--- src/rtl/spi_slave_word.sv ---
// SPI slave that moves WIDTH-bit words between an external SPI master and the clk domain.
// SCK, SSEL and MOSI are oversampled by clk, so SCK must run well below clk/4.
module spi_slave_word #(
  parameter int WIDTH     = 8,
  parameter int CPOL      = 0,
  parameter int CPHA      = 0,
  parameter int LSB_FIRST = 0
) (
  input  logic             clk,
  input  logic             rst_n,
  input  logic             SCK,
  input  logic             SSEL,
  input  logic             MOSI,
  output logic             MISO,
  output logic [WIDTH-1:0] rx_data,
  output logic             rx_valid,
  input  logic [WIDTH-1:0] tx_data,
  input  logic             tx_wr,
  output logic             tx_full,
  output logic             tx_underrun,
  output logic             busy
);

  localparam int   CNT_W    = $clog2(WIDTH);
  localparam logic SCK_IDLE = (CPOL != 0);
  localparam logic [CNT_W-1:0] LAST_BIT = CNT_W'(WIDTH - 1);

  typedef enum logic [1:0] {
    IDLE  = 2'd0,
    LOAD  = 2'd1,
    SHIFT = 2'd2
  } state_t;

  state_t           state;
  logic [CNT_W-1:0] bit_cnt;
  logic [WIDTH-1:0] rx_shift;
  logic [WIDTH-1:0] tx_shift;
  logic [WIDTH-1:0] tx_hold;
  logic             armed;

  logic sck_p0, sck_p1, sck_p2;
  logic ssel_p0, ssel_p1, ssel_p2;
  logic mosi_p0, mosi_p1, mosi_p2;

  logic sck_lead, sck_trail, sample_edge, shift_edge;
  logic ssel_fall, ssel_rise;

  function automatic logic [WIDTH-1:0] shift_in(input logic [WIDTH-1:0] w, input logic b);
    if (LSB_FIRST != 0) return {b, w[WIDTH-1:1]};
    else                return {w[WIDTH-2:0], b};
  endfunction

  function automatic logic [WIDTH-1:0] shift_out(input logic [WIDTH-1:0] w);
    if (LSB_FIRST != 0) return {1'b0, w[WIDTH-1:1]};
    else                return {w[WIDTH-2:0], 1'b0};
  endfunction

  function automatic logic head_bit(input logic [WIDTH-1:0] w);
    if (LSB_FIRST != 0) return w[0];
    else                return w[WIDTH-1];
  endfunction

  // Stage p0/p1: metastability synchronisers; left free-running so that they
  // always reflect the real pin levels when reset is released.
  always_ff @(posedge clk) begin
    sck_p0  <= SCK;
    sck_p1  <= sck_p0;
    ssel_p0 <= SSEL;
    ssel_p1 <= ssel_p0;
    mosi_p0 <= MOSI;
    mosi_p1 <= mosi_p0;
  end

  // Stage p1 -> p2: edge detection against the history register.
  assign sck_lead    = (sck_p2 == SCK_IDLE) && (sck_p1 != SCK_IDLE);
  assign sck_trail   = (sck_p2 != SCK_IDLE) && (sck_p1 == SCK_IDLE);
  assign sample_edge = (CPHA != 0) ? sck_trail : sck_lead;
  assign shift_edge  = (CPHA != 0) ? sck_lead  : sck_trail;
  assign ssel_fall   = ssel_p2 && !ssel_p1;
  assign ssel_rise   = !ssel_p2 && ssel_p1;

  always_ff @(posedge clk) begin
    if (!rst_n) begin
      state       <= IDLE;
      bit_cnt     <= '0;
      rx_shift    <= '0;
      tx_shift    <= '0;
      tx_hold     <= '0;
      rx_data     <= '0;
      rx_valid    <= 1'b0;
      tx_full     <= 1'b0;
      tx_underrun <= 1'b0;
      busy        <= 1'b0;
      armed       <= 1'b0;
      sck_p2      <= SCK_IDLE;
      ssel_p2     <= 1'b1;
      mosi_p2     <= 1'b0;
    end else begin
      sck_p2      <= sck_p1;
      ssel_p2     <= ssel_p1;
      mosi_p2     <= mosi_p1;
      busy        <= !ssel_p1;
      rx_valid    <= 1'b0;
      tx_underrun <= 1'b0;
      // A select already low when reset lifts is not a fresh frame start.
      if (ssel_p1) armed <= 1'b1;

      if (ssel_rise) begin
        state   <= IDLE;
        bit_cnt <= '0;
      end else begin
        case (state)
          IDLE: begin
            if (ssel_fall && armed) state <= LOAD;
          end
          LOAD: begin
            if (tx_full) begin
              tx_shift <= tx_hold;
              tx_full  <= 1'b0;
            end else begin
              tx_shift    <= '0;
              tx_underrun <= 1'b1;
            end
            state <= SHIFT;
          end
          SHIFT: begin
            if (sample_edge) begin
              if (bit_cnt == LAST_BIT) begin
                rx_data  <= shift_in(rx_shift, mosi_p2);
                rx_valid <= 1'b1;
                bit_cnt  <= '0;
                state    <= LOAD;
              end else begin
                rx_shift <= shift_in(rx_shift, mosi_p2);
                bit_cnt  <= bit_cnt + 1'b1;
              end
            end
            // The first bit is already on MISO from LOAD, so the shift edge
            // that precedes (CPHA=1) or trails (CPHA=0) a word boundary is skipped.
            if (shift_edge && (bit_cnt != '0)) tx_shift <= shift_out(tx_shift);
          end
          default: state <= IDLE;
        endcase
      end

      // Placed last so a write coincident with LOAD keeps the register full.
      if (tx_wr) begin
        tx_hold <= tx_data;
        tx_full <= 1'b1;
      end
    end
  end

  always_comb begin
    MISO = 1'b0;
    case (state)
      LOAD:    MISO = tx_full & head_bit(tx_hold);
      SHIFT:   MISO = head_bit(tx_shift);
      default: MISO = 1'b0;
    endcase
  end

endmodule

--- config.mk ---
export PLATFORM = sky130hd
export DESIGN_NAME = spi_slave_word
export DESIGN_NICKNAME = d
export VERILOG_FILES = /design/src/rtl/spi_slave_word.sv
export SDC_FILE = /design/constraint.sdc
export NUM_CORES = 1
export LEC_CHECK = 0
export ABC_AREA = 0
export CAP_MARGIN = 20
export CORE_MARGIN = 10
export CORE_UTILIZATION = 40
export CTS_CLUSTER_SIZE = 10
export DETAILED_ROUTE_END_ITERATION = 16
export GPL_ROUTABILITY_DRIVEN = 0
export GPL_TIMING_DRIVEN = 0
export HOLD_SLACK_MARGIN = 0.03
export PLACE_DENSITY = 0.67
export SETUP_SLACK_MARGIN = 0.02
export SLEW_MARGIN = 20
export SYNTH_ARGS = -nofsm -noshare
export SYNTH_HDL_FRONTEND = slang
export SYNTH_SLANG_ARGS = --single-unit
--- constraint.sdc ---
create_clock -name clk -period 4.45 [get_ports clk]
set_clock_uncertainty 0.1 [all_clocks]
set_input_delay 1.335 -clock clk [delete_from_list [all_inputs] [get_ports clk]]
set_output_delay 1.335 -clock clk [all_outputs]
set_load 0.01 [all_outputs]
# ---- Word level (Yosys, flattened, before mapping)
# Index checks and enable logic that the tools add are counted.
# W data, S select, Z words.
dict set report op_classes {
  addsub 1
  muxes 15
  reduce_logical 21
  order_cmp 0
  shifts 0
  eq_ne 8
  n_div 0
  bitwise 9
  mul 0
}
# cell count
set op_table {}
lappend op_table {{$mux W8} 2}
lappend op_table {{$pmux W8 S2} 1}
lappend op_table {{$ne A2 B2 Y1 const B} 5}
lappend op_table {{$not A1 Y1} 8}
lappend op_table {{$reduce_and A4 Y1} 2}
lappend op_table {{$logic_and A1 B1 Y1} 6}
lappend op_table {{$mux W1} 6}
lappend op_table {{$mux W2} 3}
lappend op_table {{$pmux W2 S3} 1}
lappend op_table {{$reduce_and A3 Y1} 2}
lappend op_table {{$reduce_and A2 Y1} 2}
lappend op_table {{$reduce_bool A2 Y1} 2}
lappend op_table {{$reduce_or A4 Y1} 1}
lappend op_table {{$add A3 B1 Y3 const B} 1}
lappend op_table {{$eq A3 B3 Y1 const B} 1}
lappend op_table {{$mux W3} 1}
lappend op_table {{$reduce_bool A3 Y1} 1}
lappend op_table {{$reduce_or A3 Y1} 1}
lappend op_table {{$eq A2 B1 Y1 const B} 1}
lappend op_table {{$eq A2 B2 Y1 const B} 1}
lappend op_table {{$logic_not A1 Y1} 2}
lappend op_table {{$logic_not A2 Y1} 1}
lappend op_table {{$pmux W1 S2} 1}
lappend op_table {{$reduce_or A2 Y1} 1}
lappend op_table {{$and A1 B1 Y1} 1}
dict set report word_totals {
  latchBits 0
  output_inout_bits 13
  ff_bits 50
  word_cells 74
  rom_bits 0
  memories 0
  mem_bits_rw 0
}

# ---- Depth between registers and ports, before layout
# Gate-level depths: netlist of run 1.
dict set report depth {
  ltp_word 5
  depth_mapped 7
  mapped_depth_nobuf 6
}

# ---- Worst setup path before layout of run 1
# OpenSTA, ideal clock, no wires.
dict set report synth_path {
  path_type {register to output}
  startpoint {register state[0]}
  endpoint {output MISO}
  t_required_ps 3015
  path_slack_ps 1761
  path_stages_with_launch 7
  n_path_buf 2
  t_arrival_ps 1254
  path_cell_list {dfxtp_1 inv_1 ha_1 buf_2 buf_4 a32oi_1 nor2b_1}
}
dict set report synth_between {
  elab_chain_cells 2
  elab_cells_between_ends 3
  cone_classes {eq/ne: 2; mux: 1}
}
# element line
set synth_lines {}
lappend synth_lines {{start: declaration} 34} ;# state_t state;
lappend synth_lines {{start signal: assignment} 84} ;# state <= IDLE;
lappend synth_lines {{start signal: assignment} 109} ;# state <= IDLE;
lappend synth_lines {{start signal: assignment} 114} ;# if (ssel_fall && armed) state <= LOAD;
lappend synth_lines {{$eq A2 B2 Y1 or $eq A2 B1 Y1 (tied branches)} n/a}
lappend synth_lines {{$pmux W1 S2 *} 156} ;# case (state)
lappend synth_lines {{end: declaration} 14} ;# output logic MISO,
# Mark *: on every way between the ends. The rest lies on a longest branch, timed or not.

# ---- Worst setup path in the final report of run 1
# Same ends and word-level chain as after synthesis.

==> flow_metrics.tcl, run 1 <==
set metrics [dict create \
    final_common_cell "dfxtp_1" \
    ctsResizeCount 0 \
    grt_max_degree 17 \
    crit_chain "inv_1 > ha_1 > buf_2 > buf_4 > a32oi_1 > nor2b_1 > clkdlybuf4s50_1" \
    cts.clk_slew.worst_paths_ns 0.09 \
    worst-path-buf-inv 4 \
    p_sw_share_pct 25.7 \
    syn2layout_area_growth_pct 21.2 \
    final_cell_mix "50 x dfxtp_1, 24 x nand2_1, 24 x clkdlybuf4s50_1" \
    grt_usage_pct 9.86 \
    grt_pass1_vias 1448 \
    core_um2 4790 \
    rsz0062_at_grt "false" \
    power_switching_mw 0.228 \
    combPwrFrac_pct 13.0 \
    portBuffers 24 \
    grt_pass1_wl_um 6760 \
    dr.pass1.iters 4 \
    tightest_slew_ns 0.469 \
    hold_viol 0 \
    insertion_delay_ns 0.30 \
    critPathTopFamily "buffers and inverters" \
    antenna_found_initial 0 \
    clock_sinks 50 \
    crit_path_max_fanout 10 \
    cts_setup_buffers 0 \
    drv_cap 0 \
    synth.cell_area_um2 2000 \
    synth.avg_cell_area_um2 9.91 \
    seq_power_share_pct 55.4 \
    drc 0 \
    path_class "reg -> out" \
    cts_made_buffers 5 \
    clock-root-buffer "clkbuf_8" \
    cts_hold_buf 0 \
    crit_path_end_kind "output pin" \
    ios 27 \
    start_kind "flop" \
    setup_viol 0 \
    critPathArrivalTime_ns 2.27 \
    finalSetupTns_ns 0 \
    ys_ff_latch 50 \
    clkPwrFrac_pct 31.6 \
    post_drt_wl_per_cell_um 13.1 \
    ys_seq_area_share_pct 50.0 \
    drt_iter0_markers 47 \
    holdPathStages 0 \
    num_rows 25 \
    initial_utilization_pct 41.8 \
    routed_via_density 4.95 \
    die_y_um 90.7 \
    diodes 0 \
    syn_nets 225 \
    rrSetupSlack_ns 2.64 \
    max-vdd-ir-drop_v 0.000204 \
    drv_slew 0 \
    drt_wl_total_um 3950 \
    p_leak_nw 0.970 \
    status "finished, final reports clean" \
    grt.overflow.total 0 \
    cp_num_cells 7 \
    power.density_nw_per_um2 366 \
    power.total_mw 0.888 \
    drive_above_1_share_pct 9.83 \
    hp-class "reg -> reg" \
    dieArea_um2 8230 \
    power.internal_mw 0.660 \
    period_share_pct 83.3 \
    detail-route-antenna-nets 0 \
    fin_util_pct 50.7 \
    cp_slowest_cell "clkdlybuf4s50_1" \
    hpwl_um 2840 \
    fmax_mhz 270 \
    crit_required_ns 3.01 \
    pre_cts_slack_ns 1.07 \
    slew_headroom_pct 68.7 \
    yosys_warnings 0 \
    die_w_um 90.7 \
    nFillCells 447 \
    layout_min_cycle_time_ns 3.71 \
    slowest_delay_ns 0.55 \
    synth_cells 202 \
    cts_buffer_depth 2 \
    nets 256 \
    vias 1491 \
    synth.distinct_cells 33 \
    setup_slack_ns 0.742 \
    cts_tree "done" \
    cts_max_level 2 \
    ff2ff_path_depth 6 \
]
## sequential cells by signal, summed over array words and instances, names as in the netlist, 2 cells and up
register and flops:
bit_cnt 3, tx_hold 8, state 2, rx_shift 7, rx_data 8, tx_shift 8
## cells by family after synthesis
family / synth area share, %
muxes: 5.50
DFF: 50.0
adders and majority gates: 5.63
and+or+nand+nor: 20.3
buffers and inverters: 4.25
AOI/OAI and AO/OA: 14.3
## power by group through the flow
stage	clock network (mW)	logic, mW	registers (mW)
floorplan	0	0.0828	0.499
global placement	0	0.114	0.501
detailed placement	0	0.116	0.502
CTS	0.289	0.116	0.492
global route	0.307	0.128	0.496
finish	0.281	0.115	0.492
## path summary, 6_finish.rpt
kind | start | endpoint
setup / recovery | state[0]$_SDFFE_PP0P_ | MISO
hold / removal | mosi_p0$_DFF_P_ | mosi_p1$_DFF_P_
setup reg to reg | state[0]$_SDFFE_PP0P_ | state[0]$_SDFFE_PP0P_
hold reg to reg | mosi_p0$_DFF_P_ | mosi_p1$_DFF_P_
## area by class of cell
class / count / area, µm² / share of cell area (%)
Clock buffer: 6 / 82.6 / 3.40
Buffer: 11 / 66.3 / 2.73
Inverter: 5 / 18.8 / 0.774
Timing Repair Buffer: 24 / 240 / 9.90
Clock inverter: 2 / 17.5 / 0.722
Tap cell: 67 / 83.8 / 3.46
Multi-Input combinational cell: 136 / 916 / 37.8
Sequential cell: 50 / 1000 / 41.3
## cells in the mapped netlist
cell | number | area share [%]
and3b_2 | 1 | 0.50
clkbuf_1 | 3 | 0.56
a22oi_1 | 1 | 0.38
nor3b_4 | 1 | 0.94
a21boi_0 | 1 | 0.38
a32oi_1 | 1 | 0.44
and2_1 | 2 | 0.62
nor2_2 | 1 | 0.31
buf_2 | 5 | 1.2
o21a_1 | 3 | 1.1
buf_4 | 1 | 0.38
nor2b_1 | 12 | 3.7
mux2i_1 | 11 | 5.5
o2111ai_1 | 7 | 3.1
nor2_1 | 9 | 1.7
nand4b_1 | 1 | 0.44
nand3b_1 | 2 | 0.75
a21oi_1 | 3 | 0.75
o21ai_0 | 17 | 4.2
nor3_1 | 1 | 0.25
nand3_1 | 16 | 4.0
nand2_1 | 24 | 4.5
buf_6 | 2 | 1.1
ha_1 | 9 | 5.6
nand3b_2 | 1 | 0.56
nand2b_1 | 1 | 0.31
o211a_1 | 7 | 3.5
nor3b_1 | 1 | 0.38
dfxtp_1 | 50 | 50
inv_1 | 5 | 0.94
nand2b_2 | 1 | 0.44
nand3_4 | 1 | 0.88
o21ai_2 | 1 | 0.44
## through the flow
stage	hold slack (ns)	std cells	area (µm²)
floorplan	0.210	202	2000
global route	0.242	301	2430
detailed placement	0.212	293	2330
CTS	0.235	301	2430
finish	0.233	301	2430
global placement	0.211	293	2330
## metal layers
metal | global-route usage, % | part of all wire (%) | vias to the layer above
li1 | - | - | 766
met1 | 12.0 | 50 | 686
met2 | 15.0 | 43 | 31
met3 | 3.99 | 5.9 | 8
met4 | 4.24 | 1.6 | 0
met5 | 0 | 0 | -
Power figures use the tool's default switching activity.
==> run 2: changes to the inputs <==
--- a/config.mk
+++ b/config.mk
@@ -14,7 +14,7 @@
 export GPL_ROUTABILITY_DRIVEN = 0
 export GPL_TIMING_DRIVEN = 0
 export HOLD_SLACK_MARGIN = 0.03
-export PLACE_DENSITY = 0.67
+export PLACE_DENSITY = 0.7
 export SETUP_SLACK_MARGIN = 0.02
 export SLEW_MARGIN = 20
 export SYNTH_ARGS = -nofsm -noshare
==> constraint.sdc (replaced) <==
create_clock -name clk -period 3.1 [get_ports clk]
set_clock_uncertainty 0.1 [all_clocks]
set_input_delay 0.93 -clock clk [delete_from_list [all_inputs] [get_ports clk]]
set_output_delay 0.93 -clock clk [all_outputs]
set_load 0.01 [all_outputs]
==> flow_metrics.tcl, run 2 (synthesis gave the netlist of run 1 again) <==
set metrics [dict create \
    status "finished, final reports clean" \
    largestRegisters "rx_data x8, tx_hold x8, tx_shift x8" \
    drv_cap 0 \
    max-vdd-ir-drop_v 0.000439 \
    insertion_delay_ns 0.30 \
    ios 27 \
    setup_slack_ns 0.215 \
    seq_area_um2 1000 \
    cts_setup_buffers 0 \
    antenna_found_initial 0 \
    setup.worst_path.start "state[0]$_SDFFE_PP0P_" \
    cts_tree "done" \
    dpl_cell_area_um2 2330 \
    drive_above_1_share_pct 9.83 \
    grt_pass1_vias 1635 \
    clock_sinks 50 \
    holdWs_ns 0.231 \
    grt_max_degree 15 \
    fmax_mhz 347 \
    post_drt_wl_per_cell_um 13.5 \
    nets 256 \
    diodes 0 \
    final_cell_mix "49 x dfxtp_1, 24 x nand2_1, 23 x clkdlybuf4s50_1" \
    critPathArrivalTime_ns 1.85 \
    finalSetupTns_ns 0 \
    hold_viol 0 \
    cts_buffer_depth 2 \
    period_share_pct 93.1 \
    hpwl_um 2880 \
    slew_headroom_pct 69.7 \
    num_rows 25 \
    final_area_um2 2440 \
    crit_path_max_fanout 10 \
    grt_usage_pct 10.9 \
    final_common_cell "dfxtp_1" \
    drv_slew 0 \
    drt_wl_total_um 4070 \
    cts_made_buffers 5 \
    setup_viol 0 \
    cts.clk_slew.worst_paths_ns 0.09 \
    initial_utilization_pct 41.8 \
    die_y_um 90.7 \
    nFillCells 471 \
    crit_path_end_kind "output pin" \
    pre_cts_slack_ns 0.141 \
    min-delay-start "mosi_p0$_DFF_P_" \
    routed_via_density 5.05 \
    p_leak_nw 0.975 \
    clock-root-buffer "clkbuf_8" \
    power.density_nw_per_um2 544 \
    drc 0 \
    portBuffers 24 \
    dr.pass1.iters 4 \
    path_class "reg -> out" \
    core_um2 4790 \
    grt.overflow.total 0 \
    tightest_slew_ns 0.454 \
    multiInputGateArea_um2 918 \
    hp-class "reg -> reg" \
    r2r_start "bit_cnt[0]$_SDFFE_PP0P_" \
    layout_min_cycle_time_ns 2.88 \
    syn2layout_area_growth_pct 21.8 \
    drt_iter0_markers 84 \
    die_w_um 90.7 \
    grt_pass1_wl_um 7490 \
    dieArea_um2 8230 \
    rsz0062_at_grt "false" \
    start_kind "flop" \
    crit_required_ns 2.07 \
    cts_max_level 2 \
    vias 1519 \
    detail-route-antenna-nets 0 \
]
## run 2: final timing paths
kind	endpoint	slack [ns]	cells past startpoint
worst min register to register	mosi_p1$_DFF_P_	0.23	0
worst max-delay path	MISO	0.22	7
worst max register to register	state[1]$_SDFFE_PP0P_	1.34	6
worst min-delay path	mosi_p1$_DFF_P_	0.23	0
## run 2: cell type report
class                      instances  share of cell area [%]
clock inverter                     1                    1.23
sequential                        50                    41.1
clock buffer                       7                    3.13
inverter                           5                   0.770
tap                               67                    3.44
timing repair buffer              24                    9.80
multi-input combinational        136                    37.7
buffer                            11                    2.82
## run 2: report_power, final
part	switching, mW	leakage, nW	internal (mW)
logic	0.0861	0.513	0.0827
registers	0.0244	0.410	0.683
clock network	0.208	0.0524	0.242
## run 2: critical path, cell delays in order, from the launching register on
cell           delay, ns
dfxtp_2             0.38
inv_1               0.08
ha_2                0.22
buf_4               0.18
buf_4               0.17
a32oi_1             0.16
nor2b_1             0.08
dlygate4sd2_1       0.28
## run 2: timing repair
item / 4_1_cts / 5_1_grt
hold endpoints to repair: 0 / 0
pin swaps: 0 / 0
endpoints found under the setup margin: 1 / 1
gates resized for setup: 3 / 1
hold buffers: 0 / 0
## run 2: through the flow
step	util, %	std cells	power [mW]
2_1_floorplan	-	202	0.836
3_3_place_gp	48.6	293	0.883
3_5_place_dp	48.6	293	0.888
4_1_cts	50.9	301	1.34
5_1_grt	50.9	301	1.40
6_report	50.9	301	1.33
## run 2: layer usage
layer / part of all wire (%) / vias up / track usage (%) / routed length [µm]
met5: 0 / - / 0 / 0
met4: 1.7 / 0 / 3.98 / 71
met3: 7.8 / 7 / 4.57 / 318
met2: 45 / 44 / 16.8 / 1820
met1: 46 / 706 / 13.1 / 1860
li1: - / 762 / - / -
==> run 3: changes to the inputs <==
==> constraint.sdc (replaced) <==
create_clock -name clk -period 2.5 [get_ports clk]
set_clock_uncertainty 0.1 [all_clocks]
set_input_delay 0.75 -clock clk [delete_from_list [all_inputs] [get_ports clk]]
set_output_delay 0.75 -clock clk [all_outputs]
set_load 0.01 [all_outputs]
==> flow_metrics.tcl, run 3 (synthesis gave the netlist of run 1 again) <==
set metrics [dict create \
    cts_hold_buf 0 \
    initial_utilization_pct 41.8 \
    antenna_found_initial 0 \
    vias 1512 \
    drv_cap 0 \
    cts_buffer_depth 2 \
    layout_min_cycle_time_ns 2.38 \
    hpwl_um 2880 \
    final_common_cell "dfxtp_1" \
    tightest_slew_ns 0.452 \
    status "finished, final reports clean" \
    insertion_delay_ns 0.30 \
    dpl_cell_area_um2 2330 \
    p_leak_nw 0.981 \
    crit_required_ns 1.65 \
    path_class "reg -> out" \
    grt.overflow.total 0 \
    cts_tree "done" \
    dr.pass1.iters 4 \
    syn2layout_area_growth_pct 23.6 \
    post_drt_wl_per_cell_um 13.6 \
    portBuffers 24 \
    largestRegisters "rx_data x8, tx_hold x8, tx_shift x8" \
    nFillCells 471 \
    clock_sinks 50 \
    start_kind "flop" \
    power.density_nw_per_um2 670 \
    hold_viol 0 \
    drv_slew 0 \
    slew_headroom_pct 69.8 \
    period_share_pct 95.0 \
    grt_usage_pct 10.8 \
    rsz0062_at_grt "false" \
    final_area_um2 2470 \
    grt_pass1_vias 1615 \
    grt_pass1_wl_um 7460 \
    grt_max_degree 20 \
    setup_slack_ns 0.124 \
    critPathArrivalTime_ns 1.53 \
    crit_path_max_fanout 19 \
    routed_via_density 5.01 \
    nets 257 \
    cts.clk_slew.worst_paths_ns 0.09 \
    num_rows 25 \
    drc 0 \
    diodes 0 \
    clock-root-buffer "clkbuf_8" \
    fmax_mhz 421 \
    cts_made_buffers 5 \
    core_um2 4790 \
    dieArea_um2 8230 \
    detail-route-antenna-nets 0 \
    cts_max_level 2 \
    setup_viol 0 \
    pre_cts_slack_ns -0.279 \
    ios 27 \
    max-vdd-ir-drop_v 0.000546 \
    crit_path_end_kind "output pin" \
    final_cell_mix "48 x dfxtp_1, 24 x nand2_1, 23 x clkdlybuf4s50_1" \
    drt_wl_total_um 4100 \
    die_w_um 90.7 \
    drive_above_1_share_pct 11.5 \
    die_y_um 90.7 \
    hp-class "reg -> reg" \
    drt_iter0_markers 69 \
]
## run 3: changes by cell type in the layout (fill, tap and decap cells not counted), sizes merged
cell	previous run	this run
clkdlybuf4s15	0	1
buf	8	9
dlygate4sd2	1	0
## run 3: metal layers
| metal | share of wire [%] | track usage, % |
|---|---|---|
| met1 | 47 | 13.3 |
| met2 | 44 | 16.6 |
| met3 | 7.5 | 4.49 |
| met4 | 1.8 | 3.71 |
| met5 | 0 | 0 |
## run 3: layout make-up
class | instances | area (µm²) | share of cell area [%]
flip-flops and latches | 50 | 1010 | 40.7
multi-input cells | 136 | 928 | 37.5
repair buffers | 26 | 256 | 10.4
well taps | 67 | 83.8 | 3.39
clock buffers | 7 | 76.3 | 3.09
plain buffers | 10 | 73.8 | 2.98
clock inverters | 1 | 30.0 | 1.21
inverters | 5 | 18.8 | 0.759
## run 3: worst paths after layout
check | start | endpoint | slack [ns] | depth (start not counted)
max | state[0]$_SDFFE_PP0P_ | MISO | 0.12 | 6
max reg2reg | bit_cnt[0]$_SDFFE_PP0P_ | state[0]$_SDFFE_PP0P_ | 0.74 | 6
min | mosi_p0$_DFF_P_ | mosi_p1$_DFF_P_ | 0.23 | 0
min reg2reg | mosi_p0$_DFF_P_ | mosi_p1$_DFF_P_ | 0.23 | 0
## run 3: critical path, cell delays in order (launching register included)
cell	delay (ns)
dfxtp_4	0.39
inv_2	0.06
ha_4	0.17
buf_12	0.15
a32oi_1	0.15
nor2b_1	0.08
clkdlybuf4s15_2	0.23
## run 3: what timing repair did
item                                    4_1_cts  5_1_grt
pin swaps                                     0        1
gates resized for setup                      10        3
endpoints found under the setup margin        1        1
buffers inserted                              0        2
## run 3: stage by stage
step | hold WS, ns | power [mW] | setup TNS [ns] | std cells | util [%]
final | 0.231 | 1.66 | 0 | 302 | 51.7
after detailed placement | 0.212 | 1.10 | -0.279 | 293 | 48.6
after global placement | 0.210 | 1.10 | -0.277 | 293 | 48.6
after floorplan | 0.210 | 1.04 | 0 | 202 | -
after CTS | 0.233 | 1.66 | 0 | 300 | 51.2
after global routing | 0.240 | 1.74 | 0 | 302 | 51.7
## run 3: report_power, final
| part | internal (mW) | switching [mW] |
|---|---|---|
| clock network | 0.300 | 0.259 |
| logic | 0.108 | 0.110 |
| registers | 0.848 | 0.0313 |
| total | 1.26 | 0.401 |
